### config.mk
export PLATFORM = sky130hd
export DESIGN_NAME = eeg_aram_rd_ctrl
export DESIGN_NICKNAME = d
export VERILOG_FILES = /design/src/rtl/eeg_aram_pkg.sv /design/src/rtl/eeg_crd_cnt.sv /design/src/rtl/eeg_aram_rd_ctrl.sv
export SDC_FILE = /design/constraint.sdc
export NUM_CORES = 1
export LEC_CHECK = 0
export ABC_AREA = 1
export CAP_MARGIN = 20
export CORE_ASPECT_RATIO = 0.7
export CORE_MARGIN = 1
export CORE_UTILIZATION = 47
export CTS_CLUSTER_DIAMETER = 50
export DETAILED_ROUTE_END_ITERATION = 8
export HOLD_SLACK_MARGIN = 0.02
export PLACE_DENSITY = 0.86
export SYNTH_ARGS = -nofsm -noshare
export SYNTH_HDL_FRONTEND = slang
export SYNTH_SLANG_ARGS = --single-unit
### constraint.sdc
create_clock -name clk -period 1.8 [get_ports clk]
set_clock_uncertainty 0.1 [all_clocks]
set_input_delay 0.45 -clock clk [delete_from_list [all_inputs] [get_ports clk]]
set_output_delay 0.45 -clock clk [all_outputs]
set_load 0.02 [all_outputs]
### src/rtl/eeg_aram_pkg.sv
// Shared ARAM router constants, sequencer state encoding and burst descriptor.
package eeg_aram_pkg;

  localparam int unsigned ARAM_ADD_AW = 12;
  localparam int unsigned ARAM_DAT_DW = 4;
  localparam int unsigned ARAM_NUM_AW = 2;
  localparam int unsigned LEN_AW      = 12;

  typedef enum logic [1:0] {
    IDLE  = 2'd0,
    ISSUE = 2'd1,
    DRAIN = 2'd2
  } state_t;

  typedef struct packed {
    logic [ARAM_ADD_AW-1:0] base;
    logic [LEN_AW-1:0]      len;
    logic [ARAM_ADD_AW-1:0] stride;
    logic [ARAM_NUM_AW-1:0] rid;
  } desc_t;

endpackage

### src/rtl/eeg_crd_cnt.sv
// Saturating up/down counter of outstanding reads with a full flag.
module eeg_crd_cnt #(
  parameter int unsigned CRD_NUM = 4,
  parameter int unsigned CRD_AW  = $clog2(CRD_NUM) + 1
) (
  input  logic clk,
  input  logic rst,
  input  logic i_inc,
  input  logic i_dec,
  output logic o_full
);

  logic [CRD_AW-1:0] r_cnt;

  always_ff @(posedge clk) begin
    if (rst) begin
      r_cnt <= '0;
    end else if (i_inc && !i_dec && (r_cnt != CRD_AW'(CRD_NUM))) begin
      r_cnt <= r_cnt + CRD_AW'(1);
    end else if (i_dec && !i_inc && (r_cnt != '0)) begin
      r_cnt <= r_cnt - CRD_AW'(1);
    end
  end

  assign o_full = (r_cnt == CRD_AW'(CRD_NUM));

endmodule

### src/rtl/eeg_aram_rd_ctrl.sv
// Read-burst sequencer for one ARAM router requester slot: issues a strided
// address stream under a credit limit and forwards returned data with its own last marker.
module eeg_aram_rd_ctrl
  import eeg_aram_pkg::*;
#(
  parameter int unsigned CRD_NUM = 4
) (
  input  logic                   clk,
  input  logic                   rst,
  input  logic                   CFG_VLD,
  output logic                   CFG_RDY,
  input  logic [ARAM_ADD_AW-1:0] CFG_BASE,
  input  logic [LEN_AW-1:0]      CFG_LEN,
  input  logic [ARAM_ADD_AW-1:0] CFG_STRIDE,
  input  logic [ARAM_NUM_AW-1:0] CFG_RID,
  output logic [ARAM_NUM_AW-1:0] ARAM_ADD_RID,
  output logic                   ARAM_ADD_VLD,
  output logic                   ARAM_ADD_LST,
  input  logic                   ARAM_ADD_RDY,
  output logic [ARAM_ADD_AW-1:0] ARAM_ADD_ADD,
  input  logic                   ARAM_DAT_VLD,
  input  logic                   ARAM_DAT_LST,
  output logic                   ARAM_DAT_RDY,
  input  logic [ARAM_DAT_DW-1:0] ARAM_DAT_DAT,
  output logic                   OUT_DAT_VLD,
  output logic                   OUT_DAT_LST,
  input  logic                   OUT_DAT_RDY,
  output logic [ARAM_DAT_DW-1:0] OUT_DAT_DAT,
  output logic                   BUSY,
  output logic                   DONE,
  output logic                   ERR
);

  localparam int unsigned CRD_AW = $clog2(CRD_NUM) + 1;

  state_t                 r_state;
  state_t                 w_state_nxt;
  desc_t                  w_cfg;
  logic [ARAM_ADD_AW-1:0] r_add_cnt;
  logic [ARAM_ADD_AW-1:0] r_stride;
  logic [LEN_AW-1:0]      r_rem_add;
  logic [LEN_AW-1:0]      r_rem_dat;
  logic [ARAM_NUM_AW-1:0] r_rid;
  logic                   r_done;
  logic                   r_err;
  logic                   w_cfg_hs;
  logic                   w_add_hs;
  logic                   w_dat_hs;
  logic                   w_add_fin;
  logic                   w_dat_lst;
  logic                   w_dat_fin;
  logic                   w_crd_full;

  assign w_cfg = '{base: CFG_BASE, len: CFG_LEN, stride: CFG_STRIDE, rid: CFG_RID};

  assign CFG_RDY  = (r_state == IDLE);
  assign w_cfg_hs = CFG_VLD && CFG_RDY;
  assign BUSY     = (r_state != IDLE);

  assign ARAM_ADD_VLD = (r_state == ISSUE) && !w_crd_full;
  assign ARAM_ADD_LST = ARAM_ADD_VLD && (r_rem_add == '0);
  assign ARAM_ADD_ADD = r_add_cnt;
  assign ARAM_ADD_RID = r_rid;
  assign w_add_hs     = ARAM_ADD_VLD && ARAM_ADD_RDY;
  assign w_add_fin    = w_add_hs && (r_rem_add == '0);

  // Zero-latency data pass-through, blocked while idle.
  assign OUT_DAT_VLD  = ARAM_DAT_VLD && BUSY;
  assign ARAM_DAT_RDY = OUT_DAT_RDY && BUSY;
  assign OUT_DAT_DAT  = ARAM_DAT_DAT;
  assign w_dat_lst    = (r_rem_dat == '0);
  assign OUT_DAT_LST  = OUT_DAT_VLD && w_dat_lst;
  assign w_dat_hs     = ARAM_DAT_VLD && ARAM_DAT_RDY;
  assign w_dat_fin    = w_dat_hs && w_dat_lst;

  assign DONE = r_done;
  assign ERR  = r_err;

  eeg_crd_cnt #(
    .CRD_NUM (CRD_NUM),
    .CRD_AW  (CRD_AW)
  ) u_crd_cnt (
    .clk    (clk),
    .rst    (rst),
    .i_inc  (w_add_hs),
    .i_dec  (w_dat_hs),
    .o_full (w_crd_full)
  );

  always_ff @(posedge clk) begin
    if (rst) r_state <= IDLE;
    else     r_state <= w_state_nxt;
  end

  always_comb begin
    w_state_nxt = r_state;
    unique case (r_state)
      IDLE:    if (w_cfg_hs)  w_state_nxt = ISSUE;
      ISSUE:   if (w_add_fin) w_state_nxt = DRAIN;
      DRAIN:   if (w_dat_fin) w_state_nxt = IDLE;
      default: w_state_nxt = IDLE;
    endcase
  end

  // Descriptor latch plus address/beat bookkeeping; cfg and data handshakes never coincide.
  always_ff @(posedge clk) begin
    if (rst) begin
      r_add_cnt <= '0;
      r_stride  <= '0;
      r_rem_add <= '0;
      r_rem_dat <= '0;
      r_rid     <= '0;
      r_done    <= 1'b0;
      r_err     <= 1'b0;
    end else begin
      if (w_cfg_hs) begin
        r_add_cnt <= w_cfg.base;
        r_stride  <= w_cfg.stride;
        r_rem_add <= w_cfg.len;
        r_rem_dat <= w_cfg.len;
        r_rid     <= w_cfg.rid;
      end else begin
        if (w_add_hs) begin
          r_add_cnt <= r_add_cnt + r_stride;
          if (r_rem_add != '0) r_rem_add <= r_rem_add - LEN_AW'(1);
        end
        if (w_dat_hs && !w_dat_lst) r_rem_dat <= r_rem_dat - LEN_AW'(1);
      end
      r_done <= w_dat_fin;
      if (w_dat_hs && (ARAM_DAT_LST != w_dat_lst)) r_err <= 1'b1;
    end
  end

endmodule

Word level (Yosys, flattened, before mapping)
Cells that the tools add are included.
Word-level totals
  register bits after elaboration: 57
  bits of input ports: 49
  output and inout bits: 27
  word-level logic and storage cells: 67
Cells by class
  $add $sub $neg: 5
  eq/ne operators: 8
  multiplexer cells: 13
  reduce and logical (&&, ||, !) cells: 32
Operators by type and width (number)
  two-way mux 12 bit: 7
  zero test 12 bit: 2
  subtractor 12 x 1 -> 12 bit, second input constant: 2
  logical AND 1 bit: 16
  adder 12 bit: 1
  nonzero test 12 bit: 1
  nonzero test 2 bit: 5
  two-way mux 2 bit: 3
  two-way mux 3 bit: 2
  one-hot mux 2 bit (3 select lines): 1
  zero test 1 bit: 4
  != test 2 bit, second input constant: 2
  adder 3 x 1 -> 3 bit, second input constant: 1
  equality test 3 bit, second input constant: 1
  != test 3 bit, second input constant: 1
  AND reduction 3 bit: 1
  nonzero test 3 bit: 1
  subtractor 3 x 1 -> 3 bit, second input constant: 1
  equality test 2 x 1 -> 1 bit, second input constant: 1
  equality test 2 bit, second input constant: 1
  zero test 2 bit: 1
  != test 2 x 1 -> 1 bit, second input constant: 1
  AND reduction 2 bit: 1
  != test 1 bit: 1

Depth between registers and ports, before layout
Gate-level depths: netlist (run 1).
  word-level depth: 9
  depth in mapped cells: 12
  depth with buffers taken out: 12

Hierarchy
From an unflattened synthesis (run 1), not the netlist that was laid out.
Unflattened totals
  cell total of the unflattened synthesis: 576
  area total of the unflattened synthesis: 3741.1 um2
By module, submodules not included
  eeg_aram_rd_ctrl: times used 1, cells each 545, area each 3532.1 um2, sequential area each 1081.0 um2
  eeg_crd_cnt: times used 1, cells each 31, area each 209.0 um2, sequential area each 60.1 um2

Worst setup path before layout (run 1)
OpenSTA, ideal clock, no wires.
  path type: register -> register
  from: register r_state[0]
  to: register u_crd_cnt.r_cnt[2]
  setup time: 113 ps
  arrival: 1679 ps
  required time: 1587 ps
  path slack: -92 ps
  stages on the path, launching flop included: 12
  buffers on the path: 0
  period minus slack after synthesis: 1892 ps
  path through: dfxtp_1 -> nor2_4 -> nor2_4 -> inv_2 -> nor2_4 -> inv_1 -> nand2_2 -> fa_1 -> o21ai_1 -> nand2_1 -> nand2_1 -> nor2_1
On the way
  longest elaborated chain between the ends: 7
  elaborated cells on any way between the ends: 14
  those cells by class: 1 x eq/ne; 1 x mux; 12 x reduce/logical
Ends and longest elaborated chain
  start, declared: RTL line eeg_aram_rd_ctrl.sv:36  | state_t r_state;
  start signal, assigned: RTL line eeg_aram_rd_ctrl.sv:92  | else r_state <= w_state_nxt;
  equality test 2 x 1 -> 1 bit / nonzero test 2 bit (equally long branches): RTL line eeg_aram_rd_ctrl.sv:60, eeg_aram_rd_ctrl.sv:58
  logical AND 1 bit, on equally long branches: RTL line eeg_aram_rd_ctrl.sv:60, eeg_aram_rd_ctrl.sv:69
  logical AND 1 bit, on equally long branches: RTL line eeg_aram_rd_ctrl.sv:64, eeg_aram_rd_ctrl.sv:73
  zero test 1 bit, on equally long branches: RTL line eeg_crd_cnt.sv:20, eeg_crd_cnt.sv:18
  logical AND 1 bit, on equally long branches (2 in a row): RTL line eeg_crd_cnt.sv:20, eeg_crd_cnt.sv:18
  nonzero test 2 bit (no line) / two-way mux 3 bit (equally long branches)
  end signal, assigned: RTL line eeg_crd_cnt.sv:19  | r_cnt <= r_cnt + CRD_AW'(1);
  end signal, assigned: RTL line eeg_crd_cnt.sv:21  | r_cnt <= r_cnt - CRD_AW'(1);
  end, declared: RTL line eeg_crd_cnt.sv:13  | logic [CRD_AW-1:0] r_cnt;
Parallel ways exist; a longest one is shown, timed or not.
A chain may end at the register's enable or synchronous reset.

Worst setup path in the final report (run 1)
  from: register r_rem_add[0]
  to: output port ARAM_ADD_LST
On the way
  longest elaborated chain between the ends: 2
Ends and longest elaborated chain
  start, declared: RTL line eeg_aram_rd_ctrl.sv:41  | logic [LEN_AW-1:0] r_rem_add;
  start signal, assigned: RTL line eeg_aram_rd_ctrl.sv:119  | r_rem_add <= w_cfg.len;
  start signal, assigned: RTL line eeg_aram_rd_ctrl.sv:125  | if (r_rem_add != '0) r_rem_add <= r_rem_add - LEN_AW'(1);
  zero test 12 bit: RTL line eeg_aram_rd_ctrl.sv:61  | assign ARAM_ADD_LST = ARAM_ADD_VLD && (r_rem_add == '0);
  logical AND 1 bit: RTL line eeg_aram_rd_ctrl.sv:61
  end, declared: RTL line eeg_aram_rd_ctrl.sv:18  | output logic ARAM_ADD_LST,
No other way between the ends.

==> summary.txt, run 1 <==
R2r endpoint = r_rem_add[9]
Reg2reg start = r_rem_add[0]
Pre-CTS setup slack = -0.554 ns
Clock sink count = 57
Fmax = 456 MHz
Clk buf depth = 2
Antenna Cells = 0
Clk_lat worst skew = 0.33 ns
Final hold violations = 0
Req. time, crit path = 1.25 ns
DRC violations left = 0
Post-DP HPWL = 8580 µm
Worst hold margin = 0.376 ns
Final-stage net count = 783
Syn nets = 641
Outcome = finished with violations
GRT Util Overall = 29.9%
Clk pwr share = 33.0%
Fin util = 76.5%
Die width = 109 µm
Crit path kind = register to output pin
Final estimated routing congestion in global placement = 0.916
Internal power = 3.71 mW
Final instance count without filler cells = 820
Failing checks = setup timing
Worst reg-to-reg setup slack = -0.11 ns
Cell area after synthesis = 3780 µm²
Clk root buf = clkbuf_16
Sequential element share of the synthesized area = 30.2%
Layout area overhead = 52.6%
Initial core utilization = 50.1%
Synth unique cells = 35
Num rows = 26
First-pass GRT wire length = 19700 µm
Minimum clock period after layout = 2.19 ns
Part of the power in registers = 26.9%
Maxcap violations = 0
Number of synthesized register bits = 57
Die ar. = 8420 µm²
CTS Buf Count = 9
I/O Buffers = 67
Post-DR wirelength/cell = 17.8 µm
Reg2Reg Depth = 11
RSZ-0062 raised after global routing = yes
Number of H-tree levels = 3
Final Max Slew Viols = 0
DIE HEIGHT = 77.1 µm
Tcrit/Tclk final = 122%
CP max FO = 2
CP Launch Type = register
Ys Warns = 0
Hold Crit Class = register to register
Vias post-DR = 4822
Grt ovf = 0
Filler cells = 486
Hold depth = 2
Critical Path AT = 1.64 ns
Post-DRT Antenna Nets = 0
Core area = 7550 µm²
Switching power = 2.07 mW
Final Setup Violations = 10
Share of layout cells above drive strength 1 = 30.6%
Vias in the first global route = 4251
Worst-margin pin slew = 0.354 ns
Antenna violations before repair = 0
WL final = 14600 µm
I/O pins = 76
DR iter-0 viols = 599
Relative slew slack = 76.3%
Mapped Avg Cell Area = 6.58 µm²
TritonRoute pass-1 iters = 6
Pleak = 2.74 nW
Sw frac = 35.8%
Final worst slack = -0.393 ns
Setup TNS = -0.819 ns
Largest net degree at the start of global routing = 38
Clock transition at path regs = 0.05 ns
Vias per cell = 5.88
Power Density = 1000 nW/µm²
Hold Path Origin = ERR
Cells after Synth = 575
Worst vdd ir = 0.721 mV
Combinational power share = 40.1%
Hold-critical path endpoint = ERR
Placed Cells = 791
TritonCTS clock tree = done
Setup crit end kind = output pin
-- final cells by class --
cell class,instances,area [µm²],area share (%)
flip-flops and latches,57,1160,20.0
well taps,98,123,2.12
clock inverters,5,77.6,1.34
repair buffers,153,1400,24.2
inverters,72,278,4.81
repair inverters,1,5.00,0.0867
clock buffers,11,253,4.38
multi-input cells,423,2490,43.1
-- cells in the mapped netlist --
library cell	number	share of area, %
inv_1	66	6.5
buf_4	5	0.99
o21ai_2	3	0.69
nand4_1	6	0.99
xnor2_1	4	0.93
dfxtp_1	57	30
nand2_1	115	11
a21oi_4	1	0.43
xor2_1	10	2.3
o22ai_2	1	0.33
ha_1	15	5.0
nor4_1	2	0.33
a21oi_1	49	6.5
a21o_1	1	0.20
fa_1	2	1.1
or2_2	2	0.33
buf_2	4	0.53
nor2_1	93	9.2
a21oi_2	6	1.4
o21ai_1	12	1.6
clkbuf_1	6	0.60
nor2_4	4	1.2
o211ai_1	1	0.20
buf_6	8	2.4
nand3_2	1	0.26
nand2_2	5	0.83
nor2_8	1	0.53
nand3b_1	1	0.20
o21ai_0	50	6.6
nor3_1	3	0.40
a31oi_1	3	0.50
nor2_2	3	0.50
inv_2	6	0.60
nand2_4	3	0.89
nand3_1	26	3.4
-- worst max path at each step --
stage,startpoint,end,slack [ns],depth (start not counted)
after floorplan,r_state[0],u_crd_cnt.r_cnt[2],-0.03,11
after global placement,ARAM_DAT_VLD,OUT_DAT_LST,-0.54,6
after detailed placement,ARAM_DAT_VLD,OUT_DAT_LST,-0.55,6
after CTS,r_rem_dat[2],OUT_DAT_LST,-0.21,6
after global routing,r_rem_add[0],ARAM_ADD_LST,-0.48,7
final,r_rem_add[0],ARAM_ADD_LST,-0.39,7
-- registers in the layout (all words and copies together) (netlist names) --
name             count
r_state              2
r_stride            12
r_rem_add           12
DONE                 1
ARAM_ADD_RID         2
u_crd_cnt.r_cnt      3
ARAM_ADD_ADD        12
r_rem_dat           12
ERR                  1
-- timing repair --
| action | 4_1_cts | 5_1_grt |
|---|---|---|
| endpoints found under the setup margin | 33 | 30 |
| resized for setup | 72 | 76 |
| cloned | 0 | 2 |
| setup buffers | 3 | 9 |
| hold buffers | 0 | 0 |
| pin swaps | 9 | 25 |
-- power groups by stage --
stage | logic, mW | clock network, mW | registers [mW]
after CTS | 1.96 | 1.89 | 1.52
final | 2.31 | 1.91 | 1.56
after detailed placement | 1.91 | 0 | 1.54
after global routing | 2.48 | 1.98 | 1.57
after floorplan | 1.10 | 0 | 1.59
after global placement | 1.84 | 0 | 1.53
-- cells by family after synthesis --
group / share of synthesized area [%]
adders and majority gates: 6.02
DFF: 30.2
and+or+nand+nor: 30.5
xor gates and xnor gates: 3.24
AOI/OAI and AO/OA: 18.4
buffers and inverters: 11.6
-- critical path, cell delays in order (launching register included) --
cell and delay, ns:
dfxtp_2 0.33, inv_2 0.08, ha_4 0.14, inv_2 0.04, nor2_2 0.11, nand4_1 0.24, nor2_1 0.21, buf_4 0.17
-- cell usage in the layout (no fill, tap or decap), types with 3 or more instances in the layout --
cell	instances
clkinv_2	3
a21oi_2	13
nand3_1	19
nand4_1	6
a31oi_1	3
nor2_1	80
buf_2	5
xnor2_1	3
ha_1	6
inv_1	52
buf_6	5
ha_4	7
dlygate4sd2_1	16
inv_2	18
buf_12	7
nand3_2	5
dfxtp_1	45
o21ai_0	45
nor2_2	12
a21oi_1	42
nand3_4	3
o21ai_2	6
clkdlybuf4s50_1	42
nor2_4	8
xor2_1	10
buf_4	75
o21ai_1	14
nand2_4	5
nand2_2	8
dfxtp_2	12
clkbuf_16	10
nand2_1	110
-- metrics by stage --
step	area, µm²	power, mW
2_1_floorplan	3790	2.70
3_3_place_gp	5040	3.36
3_5_place_dp	5040	3.45
4_1_cts	5420	5.38
5_1_grt	5780	6.03
6_report	5780	5.78
-- routing by layer --
| layer | GRT usage, % | share of wire [%] | vias to the layer above |
|---|---|---|---|
| met2 | 46.7 | 44 | 386 |
| met4 | 9.20 | 5.5 | 0 |
| met5 | 0 | 0 | - |
| li1 | - | - | 2130 |
| met1 | 40.4 | 39 | 2191 |
| met3 | 7.14 | 11 | 115 |
No activity file was read; power rests on OpenSTA's default activity.
==> inputs of run 2 (changes only) <==
--- a/config.mk
+++ b/config.mk
@@ -10,7 +10,6 @@
 export CORE_ASPECT_RATIO = 0.7
 export CORE_MARGIN = 1
 export CORE_UTILIZATION = 47
-export CTS_CLUSTER_DIAMETER = 50
 export DETAILED_ROUTE_END_ITERATION = 8
 export HOLD_SLACK_MARGIN = 0.02
 export PLACE_DENSITY = 0.86
==> results of run 2 <==
Same layout as run 1: the final DEF is identical, and so are final timing and power.
==> inputs of run 3 (changes only) <==
--- a/config.mk
+++ b/config.mk
@@ -8,7 +8,7 @@
 export ABC_AREA = 1
 export CAP_MARGIN = 20
 export CORE_ASPECT_RATIO = 0.7
-export CORE_MARGIN = 1
+export CORE_MARGIN = 2
 export CORE_UTILIZATION = 47
 export DETAILED_ROUTE_END_ITERATION = 8
 export HOLD_SLACK_MARGIN = 0.02
==> run 3 against run 2 <==
- the run still ends with setup timing left
- critical path depth stayed put
- maximum frequency is 2.1% higher
- register-to-register slack worse by 0.11 ns
- sequential cell count stayed put
- first-iteration DRC count is 16% higher
- total power is 3.5% higher
- combinational power is 9.1% higher
- highest routed layer unchanged
- critical endpoint unchanged
- clock-buffer cell count is 2 lower
- setup slack better by 0.044 ns
==> summary.txt, run 3 (synthesized netlist as in run 1, its figures left out) <==
Relative slew slack = 77.1%
CTS Buf Count = 9
Most frequent cells in the layout = nand2_1 (103), buf_4 (87), nor2_1 (75)
Vias per cell = 6.00
Die ar. = 8800 µm²
Worst vdd ir = 0.717 mV
Slowest cell on the critical path = dfxtp_2
Combinational power share = 42.1%
WL final = 15800 µm
RSZ-0062 raised after global routing = yes
Number of H-tree levels = 3
Reg2Reg Depth = 14
Minimum clock period after layout = 2.15 ns
Final-stage net count = 796
Clock transition at path regs = 0.06 ns
Vias in the first global route = 4274
Largest net degree at the start of global routing = 39
Vias post-DR = 5019
Post-DR wirelength/cell = 18.9 µm
Sw frac = 37.4%
Pleak = 2.79 nW
Most common cell on crit path = inv_2
Internal power = 3.74 mW
Setup crit end kind = output pin
Hold depth = 2
I/O pins = 76
Failing checks = setup timing
Hold Crit Class = register to register
Final estimated routing congestion in global placement = 0.902
Crit path cell chain = inv_2 -> ha_4 -> inv_2 -> nor2_2 -> nand4_1 -> nor2_1 -> buf_4
Clock sink count = 57
Hold Path Origin = ERR
Fmax = 465 MHz
Final hold violations = 0
Worst hold margin = 0.374 ns
R2r endpoint = r_rem_add[7]
Pre-CTS setup slack = -0.555 ns
Worst reg-to-reg setup slack = -0.22 ns
Maxcap violations = 0
Cell Area, Placed = 5060 µm²
TritonCTS clock tree = done
Req. time, crit path = 1.25 ns
Post-DRT Antenna Nets = 0
Die width = 111 µm
Initial core utilization = 48.3%
I/O Buffers = 67
Tcrit/Tclk final = 119%
Most common cell after layout, fill and taps aside = nand2_1
Post-DP HPWL = 8470 µm
TritonRoute pass-1 iters = 8
Clk buf depth = 2
Final Max Slew Viols = 0
CP max stage delay = 0.34 ns
Power Density = 1000 nW/µm²
DIE HEIGHT = 79.1 µm
Critical Path AT = 1.60 ns
Antenna violations before repair = 0
Part of the power in registers = 26.1%
Reg2reg start = r_rem_add[0]
Core area = 7840 µm²
First-pass GRT wire length = 20500 µm
CP Launch Type = register
Switching power = 2.24 mW
Final worst slack = -0.349 ns
Grt ovf = 0
Antenna Cells = 0
GRT Util Overall = 29.1%
Worst-margin pin slew = 0.340 ns
DR iter-0 viols = 697
Share of layout cells above drive strength 1 = 33.1%
Clk pwr share = 31.8%
CP max FO = 2
Cts hold-fix bufs = 0
Clk root buf = clkbuf_16
Hold-critical path endpoint = ERR
Final Setup Violations = 23
Num rows = 27
Post-Layout Inst Area = 5960 µm²
Fin util = 76.0%
DRC violations left = 0
Crit path kind = register to output pin
Outcome = finished with violations
Clk_lat worst skew = 0.34 ns
Layout area overhead = 57.5%
## run 3: cell types whose count changed in the layout (fill, tap and decap cells not counted), sizes merged
cell and delta:
buf +12, clkbuf -2, clkinv +2, clkdlybuf4s15 +1
## run 3: worst max-delay path by stage
| stage | from | endpoint | slack (ns) | depth (start not counted) |
|---|---|---|---|---|
| 6_report | r_rem_add[0] | ARAM_ADD_LST | -0.35 | 7 |
| 5_1_grt | r_rem_add[0] | ARAM_ADD_LST | -0.36 | 7 |
| 4_1_cts | r_rem_dat[1] | OUT_DAT_LST | -0.35 | 7 |
| 3_5_place_dp | ARAM_DAT_VLD | OUT_DAT_LST | -0.55 | 6 |
| 3_3_place_gp | ARAM_DAT_VLD | OUT_DAT_LST | -0.54 | 6 |
| 2_1_floorplan | r_state[0] | u_crd_cnt.r_cnt[2] | -0.03 | 11 |
## run 3: layout make-up
| cell class | count | area, µm² |
|---|---|---|
| flip-flops and latches | 57 | 1160 |
| repair inverters | 1 | 5.00 |
| fillers | 479 | 1880 |
| multi-input cells | 423 | 2570 |
| well taps | 101 | 126 |
| inverters | 72 | 275 |
| repair buffers | 166 | 1500 |
| clock inverters | 7 | 95.1 |
| clock buffers | 9 | 225 |
## run 3: stage by stage
step	power, mW	TNS (ns)	std cells
after floorplan	2.70	-0.0262	575
after global placement	3.38	-10.29	798
after detailed placement	3.45	-11.95	798
after CTS	5.47	-0.654	829
after global routing	6.15	-3.87	836
final	5.98	-2.77	836
## run 3: worst max-delay path: cells and delay by family, from the launching register on
family | cells | cell delay, ns
adder cells (fa/ha/maj) | 1 | 0.15
flip-flops | 1 | 0.34
buffers and inverters | 3 | 0.29
AND/OR/NAND/NOR | 3 | 0.47
## run 3: power groups by stage
stage          clock (mW)  sequential [mW]  combinational (mW)
2_1_floorplan           0             1.59                1.10
3_3_place_gp            0             1.53                1.85
3_5_place_dp            0             1.54                1.91
4_1_cts              1.86             1.52                2.09
5_1_grt              1.93             1.57                2.65
6_report             1.90             1.56                2.52
## run 3: routing by layer
metal / share of wire (%) / vias to the layer above / track usage (%)
met5: 0 / - / 0
met2: 44 / 440 / 48.0
met3: 13 / 140 / 7.33
li1: - / 2160 / -
met1: 38 / 2279 / 37.1
met4: 5.8 / 0 / 11.0
## run 3: repair_timing
| item | CTS | global route |
|---|---|---|
| gates cloned | 0 | 2 |
| endpoints found under the setup margin | 34 | 35 |
| buffers inserted | 15 | 10 |
| gates resized for setup | 85 | 96 |
| pin swaps | 9 | 39 |
